File: src/rtl/vip_cfg_responder.sv
// Write-only Avalon-MM responder that terminates the VIP config bus:
// shadow/active register pairs per unit plus a serial coefficient-RAM stream.
module vip_cfg_responder #(
  parameter int WAIT_CYCLES = 1
) (
  input  logic        clk,
  input  logic        reset,
  input  logic [8:0]  address,
  input  logic        write,
  input  logic [31:0] writedata,
  output logic        waitrequest,
  output logic [11:0] vid_w,
  output logic [11:0] vid_h,
  output logic [11:0] vid_hfp,
  output logic [11:0] vid_hs,
  output logic [11:0] vid_hb,
  output logic [11:0] vid_vfp,
  output logic [11:0] vid_vs,
  output logic [11:0] vid_vb,
  output logic        vid_interlaced,
  output logic        vid_go,
  output logic        mix_go,
  output logic        scl_go,
  output logic [11:0] mix_w,
  output logic [11:0] mix_h,
  output logic [11:0] mix_x,
  output logic [11:0] mix_y,
  output logic        mix_en,
  output logic [11:0] scl_w,
  output logic [11:0] scl_h,
  output logic        coef_wr,
  output logic [6:0]  coef_addr,
  output logic [8:0]  coef_data,
  output logic        bad_addr
);

  typedef enum logic [1:0] {S_IDLE, S_BUSY, S_EMIT} state_t;

  localparam logic [3:0] WAIT_L  = 4'(WAIT_CYCLES);
  localparam logic [3:0] WAIT_M4 = 4'((WAIT_CYCLES > 4) ? (WAIT_CYCLES - 4) : 0);

  state_t state_q, state_d;
  logic [3:0] count_q, count_d;
  logic [1:0] tap_q, tap_d;
  logic emit_bank_q, emit_bank_d;
  logic [3:0] emit_phase_q, emit_phase_d;
  logic waitrequest_q, waitrequest_d;

  // video: index 0..7 = w, h, hfp, hs, hb, vfp, vs, vb
  logic [7:0][11:0] vsh_q, vsh_d, vact_q, vact_d;
  logic vint_sh_q, vint_sh_d, vint_act_q, vint_act_d;
  logic vbank_q, vbank_d, vvalid_q, vvalid_d;
  // mixer: index 0..3 = w, h, x, y
  logic [3:0][11:0] msh_q, msh_d, mact_q, mact_d;
  logic men_sh_q, men_sh_d, men_act_q, men_act_d;
  // scaler: index 0..1 = w, h
  logic [1:0][11:0] ssh_q, ssh_d, sact_q, sact_d;
  logic [3:0][8:0] stage_q, stage_d;

  logic vid_go_q, vid_go_d, mix_go_q, mix_go_d, scl_go_q, scl_go_d;
  logic coef_wr_q, coef_wr_d;
  logic [6:0] coef_addr_q, coef_addr_d;
  logic [8:0] coef_data_q, coef_data_d;
  logic bad_addr_q, bad_addr_d;

  logic accept, is_coef;
  logic [1:0] unit;
  logic [6:0] regn;
  logic [11:0] wd12;
  logic [1:0] tap_nx;
  logic unused_wdata;

  assign unit         = address[8:7];
  assign regn         = address[6:0];
  assign wd12         = writedata[11:0];
  assign accept       = write & ~waitrequest_q;
  assign is_coef      = (unit == 2'd0) && ((regn == 7'd12) || (regn == 7'd13));
  assign tap_nx       = tap_q + 2'd1;
  assign unused_wdata = ^writedata[31:12];

  always_comb begin
    state_d       = state_q;
    count_d       = count_q;
    tap_d         = tap_q;
    emit_bank_d   = emit_bank_q;
    emit_phase_d  = emit_phase_q;
    waitrequest_d = 1'b1;
    vsh_d         = vsh_q;
    vact_d        = vact_q;
    vint_sh_d     = vint_sh_q;
    vint_act_d    = vint_act_q;
    vbank_d       = vbank_q;
    vvalid_d      = vvalid_q;
    msh_d         = msh_q;
    mact_d        = mact_q;
    men_sh_d      = men_sh_q;
    men_act_d     = men_act_q;
    ssh_d         = ssh_q;
    sact_d        = sact_q;
    stage_d       = stage_q;
    vid_go_d      = 1'b0;
    mix_go_d      = 1'b0;
    scl_go_d      = 1'b0;
    coef_wr_d     = 1'b0;
    coef_addr_d   = coef_addr_q;
    coef_data_d   = coef_data_q;
    bad_addr_d    = bad_addr_q;

    if (accept) begin
      case (unit)
        2'd0: begin
          case (regn)
            7'd0: if (writedata[0]) begin
              sact_d   = ssh_q;
              scl_go_d = 1'b1;
            end
            7'd3:  ssh_d[0] = wd12;
            7'd4:  ssh_d[1] = wd12;
            7'd12, 7'd13: begin
              emit_bank_d  = regn[0];
              emit_phase_d = writedata[3:0];
            end
            7'd14: stage_d[0] = writedata[8:0];
            7'd15: stage_d[1] = writedata[8:0];
            7'd16: stage_d[2] = writedata[8:0];
            7'd17: stage_d[3] = writedata[8:0];
            default: bad_addr_d = 1'b1;
          endcase
        end
        2'd1: begin
          case (regn)
            7'd0: if (writedata[0]) begin
              mact_d    = msh_q;
              men_act_d = men_sh_q;
              mix_go_d  = 1'b1;
            end
            7'd3:  msh_d[0] = wd12;
            7'd4:  msh_d[1] = wd12;
            7'd8:  msh_d[2] = wd12;
            7'd9:  msh_d[3] = wd12;
            7'd10: men_sh_d = writedata[0];
            default: bad_addr_d = 1'b1;
          endcase
        end
        2'd2: begin
          case (regn)
            7'd0: if (writedata[0] && vvalid_q) begin
              vact_d     = vsh_q;
              vint_act_d = vint_sh_q;
              vid_go_d   = 1'b1;
            end
            7'd4:  vbank_d  = writedata[0];
            7'd30: vvalid_d = writedata[0];
            // any nonzero bank silently swallows the whole 5..14 window
            7'd5:  if (!vbank_q) vint_sh_d = writedata[0];
            7'd6:  if (!vbank_q) vsh_d[0] = wd12;
            7'd7:  if (!vbank_q) vsh_d[1] = wd12;
            7'd8:  if (!vbank_q) bad_addr_d = 1'b1;
            7'd9:  if (!vbank_q) vsh_d[2] = wd12;
            7'd10: if (!vbank_q) vsh_d[3] = wd12;
            7'd11: if (!vbank_q) vsh_d[4] = wd12;
            7'd12: if (!vbank_q) vsh_d[5] = wd12;
            7'd13: if (!vbank_q) vsh_d[6] = wd12;
            7'd14: if (!vbank_q) vsh_d[7] = wd12;
            default: bad_addr_d = 1'b1;
          endcase
        end
        default: bad_addr_d = 1'b1;
      endcase
    end

    case (state_q)
      S_IDLE: begin
        waitrequest_d = 1'b0;
        if (accept) begin
          if (is_coef) begin
            state_d       = S_EMIT;
            tap_d         = 2'd0;
            waitrequest_d = 1'b1;
            coef_wr_d     = 1'b1;
            coef_addr_d   = {regn[0], writedata[3:0], 2'd0};
            coef_data_d   = stage_q[0];
          end else if (WAIT_L != 4'd0) begin
            state_d       = S_BUSY;
            count_d       = WAIT_L;
            waitrequest_d = 1'b1;
          end
        end
      end
      S_BUSY: begin
        if (count_q <= 4'd1) begin
          state_d       = S_IDLE;
          waitrequest_d = 1'b0;
        end else begin
          count_d = count_q - 4'd1;
        end
      end
      S_EMIT: begin
        if (tap_q == 2'd3) begin
          if (WAIT_M4 != 4'd0) begin
            state_d = S_BUSY;
            count_d = WAIT_M4;
          end else begin
            state_d       = S_IDLE;
            waitrequest_d = 1'b0;
          end
        end else begin
          tap_d       = tap_nx;
          coef_wr_d   = 1'b1;
          coef_addr_d = {emit_bank_q, emit_phase_q, tap_nx};
          coef_data_d = stage_q[tap_nx];
        end
      end
      default: begin
        state_d       = S_IDLE;
        waitrequest_d = 1'b0;
      end
    endcase
  end

  always_ff @(posedge clk) begin
    if (reset) begin
      state_q       <= S_IDLE;
      count_q       <= '0;
      tap_q         <= '0;
      emit_bank_q   <= 1'b0;
      emit_phase_q  <= '0;
      waitrequest_q <= 1'b1;
      vsh_q         <= '0;
      vact_q        <= '0;
      vint_sh_q     <= 1'b0;
      vint_act_q    <= 1'b0;
      vbank_q       <= 1'b0;
      vvalid_q      <= 1'b0;
      msh_q         <= '0;
      mact_q        <= '0;
      men_sh_q      <= 1'b0;
      men_act_q     <= 1'b0;
      ssh_q         <= '0;
      sact_q        <= '0;
      stage_q       <= '0;
      vid_go_q      <= 1'b0;
      mix_go_q      <= 1'b0;
      scl_go_q      <= 1'b0;
      coef_wr_q     <= 1'b0;
      coef_addr_q   <= '0;
      coef_data_q   <= '0;
      bad_addr_q    <= 1'b0;
    end else begin
      state_q       <= state_d;
      count_q       <= count_d;
      tap_q         <= tap_d;
      emit_bank_q   <= emit_bank_d;
      emit_phase_q  <= emit_phase_d;
      waitrequest_q <= waitrequest_d;
      vsh_q         <= vsh_d;
      vact_q        <= vact_d;
      vint_sh_q     <= vint_sh_d;
      vint_act_q    <= vint_act_d;
      vbank_q       <= vbank_d;
      vvalid_q      <= vvalid_d;
      msh_q         <= msh_d;
      mact_q        <= mact_d;
      men_sh_q      <= men_sh_d;
      men_act_q     <= men_act_d;
      ssh_q         <= ssh_d;
      sact_q        <= sact_d;
      stage_q       <= stage_d;
      vid_go_q      <= vid_go_d;
      mix_go_q      <= mix_go_d;
      scl_go_q      <= scl_go_d;
      coef_wr_q     <= coef_wr_d;
      coef_addr_q   <= coef_addr_d;
      coef_data_q   <= coef_data_d;
      bad_addr_q    <= bad_addr_d;
    end
  end

  assign waitrequest    = waitrequest_q;
  assign vid_w          = vact_q[0];
  assign vid_h          = vact_q[1];
  assign vid_hfp        = vact_q[2];
  assign vid_hs         = vact_q[3];
  assign vid_hb         = vact_q[4];
  assign vid_vfp        = vact_q[5];
  assign vid_vs         = vact_q[6];
  assign vid_vb         = vact_q[7];
  assign vid_interlaced = vint_act_q;
  assign vid_go         = vid_go_q;
  assign mix_go         = mix_go_q;
  assign scl_go         = scl_go_q;
  assign mix_w          = mact_q[0];
  assign mix_h          = mact_q[1];
  assign mix_x          = mact_q[2];
  assign mix_y          = mact_q[3];
  assign mix_en         = men_act_q;
  assign scl_w          = sact_q[0];
  assign scl_h          = sact_q[1];
  assign coef_wr        = coef_wr_q;
  assign coef_addr      = coef_addr_q;
  assign coef_data      = coef_data_q;
  assign bad_addr       = bad_addr_q;

endmodule
File: config.mk
export PLATFORM = sky130hd
export DESIGN_NAME = vip_cfg_responder
export DESIGN_NICKNAME = d
export VERILOG_FILES = /design/src/rtl/vip_cfg_responder.sv
export SDC_FILE = /design/constraint.sdc
export NUM_CORES = 1
export LEC_CHECK = 0
export CAP_MARGIN = 15
export CORE_ASPECT_RATIO = 0.8
export CORE_MARGIN = 1
export CORE_UTILIZATION = 35
export DETAILED_ROUTE_END_ITERATION = 8
export GPL_TIMING_DRIVEN = 1
export PLACE_DENSITY = 0.56
export SETUP_SLACK_MARGIN = 0.2
export SLEW_MARGIN = 20
export SYNTH_ARGS = -nofsm -noshare
export SYNTH_HDL_FRONTEND = slang
export SYNTH_SLANG_ARGS = --single-unit
File: constraint.sdc
create_clock -name clk -period 4.7 [get_ports clk]
set_clock_uncertainty 0.15 [all_clocks]
set_input_delay 0.705 -clock clk [delete_from_list [all_inputs] [get_ports clk]]
set_output_delay 0.705 -clock clk [all_outputs]
set_load 0.05 [all_outputs]
==> impl_metrics.tcl, run 1 <==
set metrics [dict create \
    cts.repair.resized 0 \
    synth_mux_area_share_pct 6.62 \
    wl_per_cell_microns 19.6 \
    hold_viol_final 0 \
    fmax_ghz 0.299 \
    yosys_warnings 0 \
    synth_cell_types 59 \
    cts_setup_buffers 0 \
    syn_inst 1869 \
    synth-compound-area-share_pct 20.5 \
    p_leak_nw 6.96 \
    setup_viol 0 \
    worstSetupPathType "input port to flip-flop" \
    regArea_sq_um 8230 \
    synth_xor_area_share_pct 0.109 \
    clock_sinks 411 \
    crit_path_max_incr_delay_ns 0.86 \
    synthAdderAreaFrac_pct 0.234 \
    die_w_microns 241 \
    worstPathRequired_ns 4.95 \
    pin_count 236 \
    clock_tree.root_cell "clkbuf_16" \
    hp-class "flip-flop to flip-flop" \
    antenna_found_initial 1 \
    cp_slowest_cell "nand3_4" \
    critPathLaunchType "input port" \
    n_fill_cell 4285 \
    yosys.area.top_type "dfxtp_1" \
    r2r_start "waitrequest$_SDFF_PP1_" \
    final.period_utilization_pct 71.1 \
    overflow 0 \
    synthTopCellsByArea "dfxtp_1 51%, a21oi_1 9.5%, nand3_1 9.2%, o21ai_0 8.5%, mux2i_1 6.1%" \
    cts_hold_buf 0 \
    status "finished, final reports clean" \
    crit_path_end_kind "flip-flop" \
    cts_max_level 2 \
    io_buffers 215 \
    route.detailed.drc 0 \
    grt_max_degree 141 \
    critPathCapture "vid_hfp[8]$_SDFFE_PP0P_" \
    reg2reg_to "vid_hfp[8]$_SDFFE_PP0P_" \
    max-slew-margin-rel_pct 27.8 \
    core_area_sq_um 44800 \
    clk_latency_ns 0.55 \
    via_per_inst 5.55 \
    cp.arrival_ns 3.59 \
    cp_max_fo 98 \
    dr.first_iter.drc_count 1269 \
    ys_ff_latch 411 \
    area_growth_pct 24.9 \
    r2r_cells 4 \
    synth_nets 1916 \
    async_flop_share_pct 0 \
    path_cells "clkdlybuf4s50_1 > nor2_1 > nand3_4 > o21ai_0 > a21oi_1" \
    dieArea_sq_um 46700 \
    yosysSeqAreaShare_pct 51.3 \
    worstSetupStartpoint "address[2]" \
    tightest_slew_ns 1.08 \
    synth_edf_count 0 \
    maxCapViolCount 0 \
    multi_input_area_sq_um 6990 \
    ant_nets 0 \
    rsz0062_at_grt "false" \
    layout.nets 2012 \
    cts_tree "yes" \
    grt_usage_pct 21.4 \
    dpl.hpwl_microns 29600 \
    synthSimpleGateAreaFrac_pct 15.7 \
    routed_wl_microns 51100 \
    initial_core_util_pct 35.8 \
    synth_top_family_by_area "compound AO/OA/AOI/OAI gates" \
    yosys_most_used_dff "dfxtp_1" \
    netlist_area_sq_um 16000 \
    first_pass_iters 5 \
    diodes 0 \
    num_rows 69 \
    ctsLongestPathBuffers 3 \
    clk_pin_slew_worst_paths_ns 0.06 \
    drv_slew 0 \
    first_global_vias 13600 \
    fin_tns_setup_ns 0 \
    die_height_microns 193 \
    p_per_area_nw_per_um2 367 \
    drive_above_1_share_pct 7.31 \
    synth_top_area_share_pct 51.3 \
    fin_crit_ns 3.34 \
    grt_pass1_wl_microns 79600 \
    avgSynthCellArea_sq_um 8.58 \
    place_congestion 0.787 \
    power.total_w 0.00734 \
    worst_ir_drop_vdd_v 0.000278 \
    vias 14400 \
    ff2ff_setup_slack_ns 1.95 \
    cts_buffers 43 \
]
==> registers in the layout, summed over array words and instances, names as in the netlist, 24 cells and up <==
signal and count:
msh_q 48, ssh_q 24, stage_q 36, vsh_q 96
==> cell families (layout without fill, tap and decap cells) <==
kind of cell               count (synthesis)  in the layout
DFF                                      411            411
AOI/OAI and AO/OA                        624            624
buffers and inverters                    216            345
adders and majority gates                  3              3
xor gates and xnor gates                   2              2
and+or+nand+nor                          508            508
muxes                                    105            105
==> layout make-up <==
type                       count  share of cell area (%)
clock inverter                12                   0.849
clock buffer                  66                    6.66
multi-input combinational   1242                    34.9
inverter                       8                   0.150
tap                          603                    3.77
sequential                   411                    41.1
timing repair buffer         259                    12.6
==> per-layer routing <==
layer  part of all wire, %  global-route usage (%)
met5                     0                       0
met4                   1.4                    4.41
met3                   6.1                    3.88
met2                    44                    32.5
met1                    48                    31.5
==> cells in the mapped netlist (all sizes together) (5+ instances only) <==
| cell type | instances |
|---|---|
| clkbuf | 162 |
| nor3 | 12 |
| nor2b | 7 |
| o21ai | 273 |
| a211oi | 9 |
| nand2 | 44 |
| buf | 46 |
| mux2i | 97 |
| and2 | 5 |
| dfxtp | 411 |
| o22ai | 17 |
| nand4 | 13 |
| nand3 | 295 |
| o22a | 8 |
| inv | 7 |
| mux2 | 8 |
| a21oi | 303 |
| nor2 | 103 |
==> through the flow <==
step / util, % / instance area (sq um) / setup slack [ns] / hold slack (ns) / cells
3_3_place_gp: 41.4 / 18500 / 0.947 / 0.294 / 2523
4_1_cts: 44.7 / 20000 / 1.47 / 0.302 / 2601
5_1_grt: 44.7 / 20000 / 1.11 / 0.324 / 2601
6_report: 44.7 / 20000 / 1.36 / 0.307 / 2601
2_1_floorplan: - / 16000 / 2.26 / 0.287 / 1869
3_5_place_dp: 41.4 / 18500 / 0.903 / 0.297 / 2523
==> cells in the final DEF, fill, tap and decap left out, drive strengths merged, types with 2 or more instances in the layout <==
cell type,instances
nand4,13
inv,8
ha,3
o41a,2
nand2b,4
a31oi,3
nand2,44
o41ai,2
or3,3
and3b,3
buf,46
o21ai,273
nor2b,7
o22a,8
bufinv,4
a21oi,303
and2,5
mux2i,97
dfxtp,411
mux2,8
nand3b,4
a211oi,9
nand3,295
nand4b,2
nor3b,3
o22ai,17
nor2,103
clkbuf,66
clkdlybuf4s50,213
nor3,12
and3,2
clkinv,7
==> power by group <==
group	switching [W]	internal, W	leakage, nW
clock	0.00142	0.00218	0.742
sequential	0.00000701	0.00349	3.31
combinational	0.000196	0.0000553	2.91
total	0.00162	0.00572	6.96
==> critical path: cells and delay by family <==
family / cells / cell delay (ns)
AND/OR/NAND/NOR: 2 / 1.52
AO/OA/AOI/OAI: 2 / 0.60
buffers and inverters: 1 / 0.67
==> worst min path at each step <==
| stage | start | to | slack [ns] | cells after the start |
|---|---|---|---|---|
| 2_1_floorplan | msh_q[0]$_SDFFE_PP0P_ | msh_q[0]$_SDFFE_PP0P_ | 0.29 | 2 |
| 3_3_place_gp | ssh_q[0]$_SDFFE_PP0P_ | ssh_q[0]$_SDFFE_PP0P_ | 0.29 | 2 |
| 3_5_place_dp | msh_q[3]$_SDFFE_PP0P_ | msh_q[3]$_SDFFE_PP0P_ | 0.30 | 2 |
| 4_1_cts | ssh_q[13]$_SDFFE_PP0P_ | scl_h[1]$_SDFFE_PP0P_ | 0.30 | 2 |
| 5_1_grt | vsh_q[78]$_SDFFE_PP0P_ | vid_vs[6]$_SDFFE_PP0P_ | 0.32 | 2 |
| 6_report | ssh_q[7]$_SDFFE_PP0P_ | ssh_q[7]$_SDFFE_PP0P_ | 0.31 | 2 |
No activity file was read; power rests on OpenSTA's default activity.
==> inputs of run 2 (changes only) <==
==> constraint.sdc (replaced) <==
create_clock -name clk -period 3.1 [get_ports clk]
set_clock_uncertainty 0.15 [all_clocks]
set_input_delay 0.465 -clock clk [delete_from_list [all_inputs] [get_ports clk]]
set_output_delay 0.465 -clock clk [all_outputs]
set_load 0.05 [all_outputs]
==> run 2 against run 1 <==
- utilization is 0.80 points higher
- largest power group unchanged
- total power increased by 53%
- flip-flop and latch count unchanged
- routed wire length increased by 1.9%
- combinational power is 62% higher
==> impl_metrics.tcl, run 2 (same netlist as run 1, synthesis figures left out) <==
set metrics [dict create \
    dr.first_iter.drc_count 1304 \
    route.detailed.drc 0 \
    n_fill_cell 4282 \
    layout_common_cells "411 x dfxtp_1, 303 x a21oi_1, 292 x nand3_1" \
    cp_max_fo 7 \
    worstPathRequired_ns 2.48 \
    dpl.hpwl_microns 30800 \
    cts_buffers 43 \
    largest_reg_flops 96 \
    max-slew-margin-rel_pct 36.4 \
    via_per_inst 5.50 \
    routed_wl_microns 52000 \
    grt_usage_pct 21.6 \
    core_area_sq_um 44800 \
    dieArea_sq_um 46700 \
    cp.arrival_ns 1.95 \
    crit_path_end_kind "primary output" \
    num_rows 69 \
    fin_tns_setup_ns 0 \
    antenna_found_initial 0 \
    utilization_pct 45.5 \
    hold_viol_final 0 \
    pin_count 236 \
    cp_slowest_cell "clkdlybuf4s50_1" \
    path_cells "clkdlybuf4s50_1" \
    maxCapViolCount 0 \
    clock_tree.root_cell "clkbuf_16" \
    clk_pin_slew_worst_paths_ns 0.06 \
    ff2ff_setup_slack_ns 0.85 \
    die_w_microns 241 \
    post_dp_cell_area_sq_um 18900 \
    worst_ir_drop_vdd_v 0.000409 \
    drive_above_1_share_pct 8.60 \
    setup_viol 0 \
    fin_ws_ns 0.534 \
    status "finished, final reports clean" \
    cts_setup_buffers 0 \
    first_global_vias 13700 \
    final_common_cell "dfxtp_1" \
    p_leak_nw 7.13 \
    first_pass_iters 7 \
    layout.nets 2042 \
    area_growth_pct 27.2 \
    crit_path_max_incr_delay_ns 0.88 \
    critPathLaunchType "flip-flop" \
    cp_top_family "buffers and inverters" \
    die_height_microns 193 \
    fmax_ghz 0.390 \
    hp-class "input port to flip-flop" \
    vias 14400 \
    tightest_slew_ns 0.952 \
    worstSetupPathType "flip-flop to primary output" \
    pre_cts_ws_ns 0.168 \
    overflow 0 \
    rsz0062_at_grt "false" \
    cts_hold_buf 0 \
    diodes 0 \
    dp.cells 2553 \
    ant_nets 0 \
    fin_crit_ns 2.57 \
    reg_top3 "vsh_q: 96 flops, msh_q: 48 flops, stage_q: 36 flops" \
    cts_max_level 2 \
    p_per_area_nw_per_um2 549 \
    final.period_utilization_pct 82.8 \
    clk_latency_ns 0.55 \
    wl_per_cell_microns 19.8 \
    ctsLongestPathBuffers 3 \
    place_congestion 0.851 \
    regMostFlops "vsh_q" \
    cts_tree "yes" \
    io_buffers 215 \
    grt_pass1_wl_microns 79700 \
    initial_core_util_pct 35.8 \
    finalInstanceArea_sq_um 20400 \
    clock_sinks 411 \
    drv_slew 0 \
    grt_max_degree 125 \
    cp.buffers_inverters 1 \
    finalNonFillerCells 2627 \
    cts.repair.resized 0 \
]
run 2: final cells by class:
class | count | area (sq um) | share of cell area (%)
Sequential cell | 411 | 8230 | 40.3
Multi-Input combinational cell | 1242 | 6990 | 34.3
Timing Repair Buffer | 289 | 2900 | 14.2
Clock buffer | 57 | 1220 | 5.98
Tap cell | 603 | 754 | 3.70
Clock inverter | 17 | 279 | 1.37
Inverter | 8 | 30.0 | 0.147
run 2: worst paths after layout:
path              cells past startpoint                    from                        end
setup / recovery                      1  waitrequest$_SDFF_PP1_                waitrequest
hold / removal                        2                   reset     msh_q[23]$_SDFFE_PP0P_
setup reg to reg                      4  waitrequest$_SDFF_PP1_  coef_addr[4]$_SDFFE_PP0P_
hold reg to reg                       2   ssh_q[2]$_SDFFE_PP0P_      ssh_q[2]$_SDFFE_PP0P_
run 2: through the flow:
stage                     power [W]  hold slack, ns
after floorplan             0.00562           0.287
final                        0.0112           0.155
after global placement      0.00581           0.293
after CTS                    0.0113           0.128
after global routing         0.0116           0.162
after detailed placement    0.00581           0.298
run 2: power by group:
| group | leakage [nW] | total [W] | switching [W] | internal (W) |
|---|---|---|---|---|
| sequential | 3.31 | 0.00530 | 0.0000111 | 0.00529 |
| clock | 0.742 | 0.00550 | 0.00215 | 0.00335 |
| combinational | 3.07 | 0.000406 | 0.000307 | 0.0000997 |
| total | 7.13 | 0.0112 | 0.00247 | 0.00873 |
run 2: routing by layer:
layer  up-vias  routed length [microns]  global-route usage [%]
met3        75                     3670                    3.64
met2       496                    22500                    32.3
met1      7004                    24900                    31.7
li1       6872                        -                       -
met4         0                      971                    5.86
met5         -                        0                       0
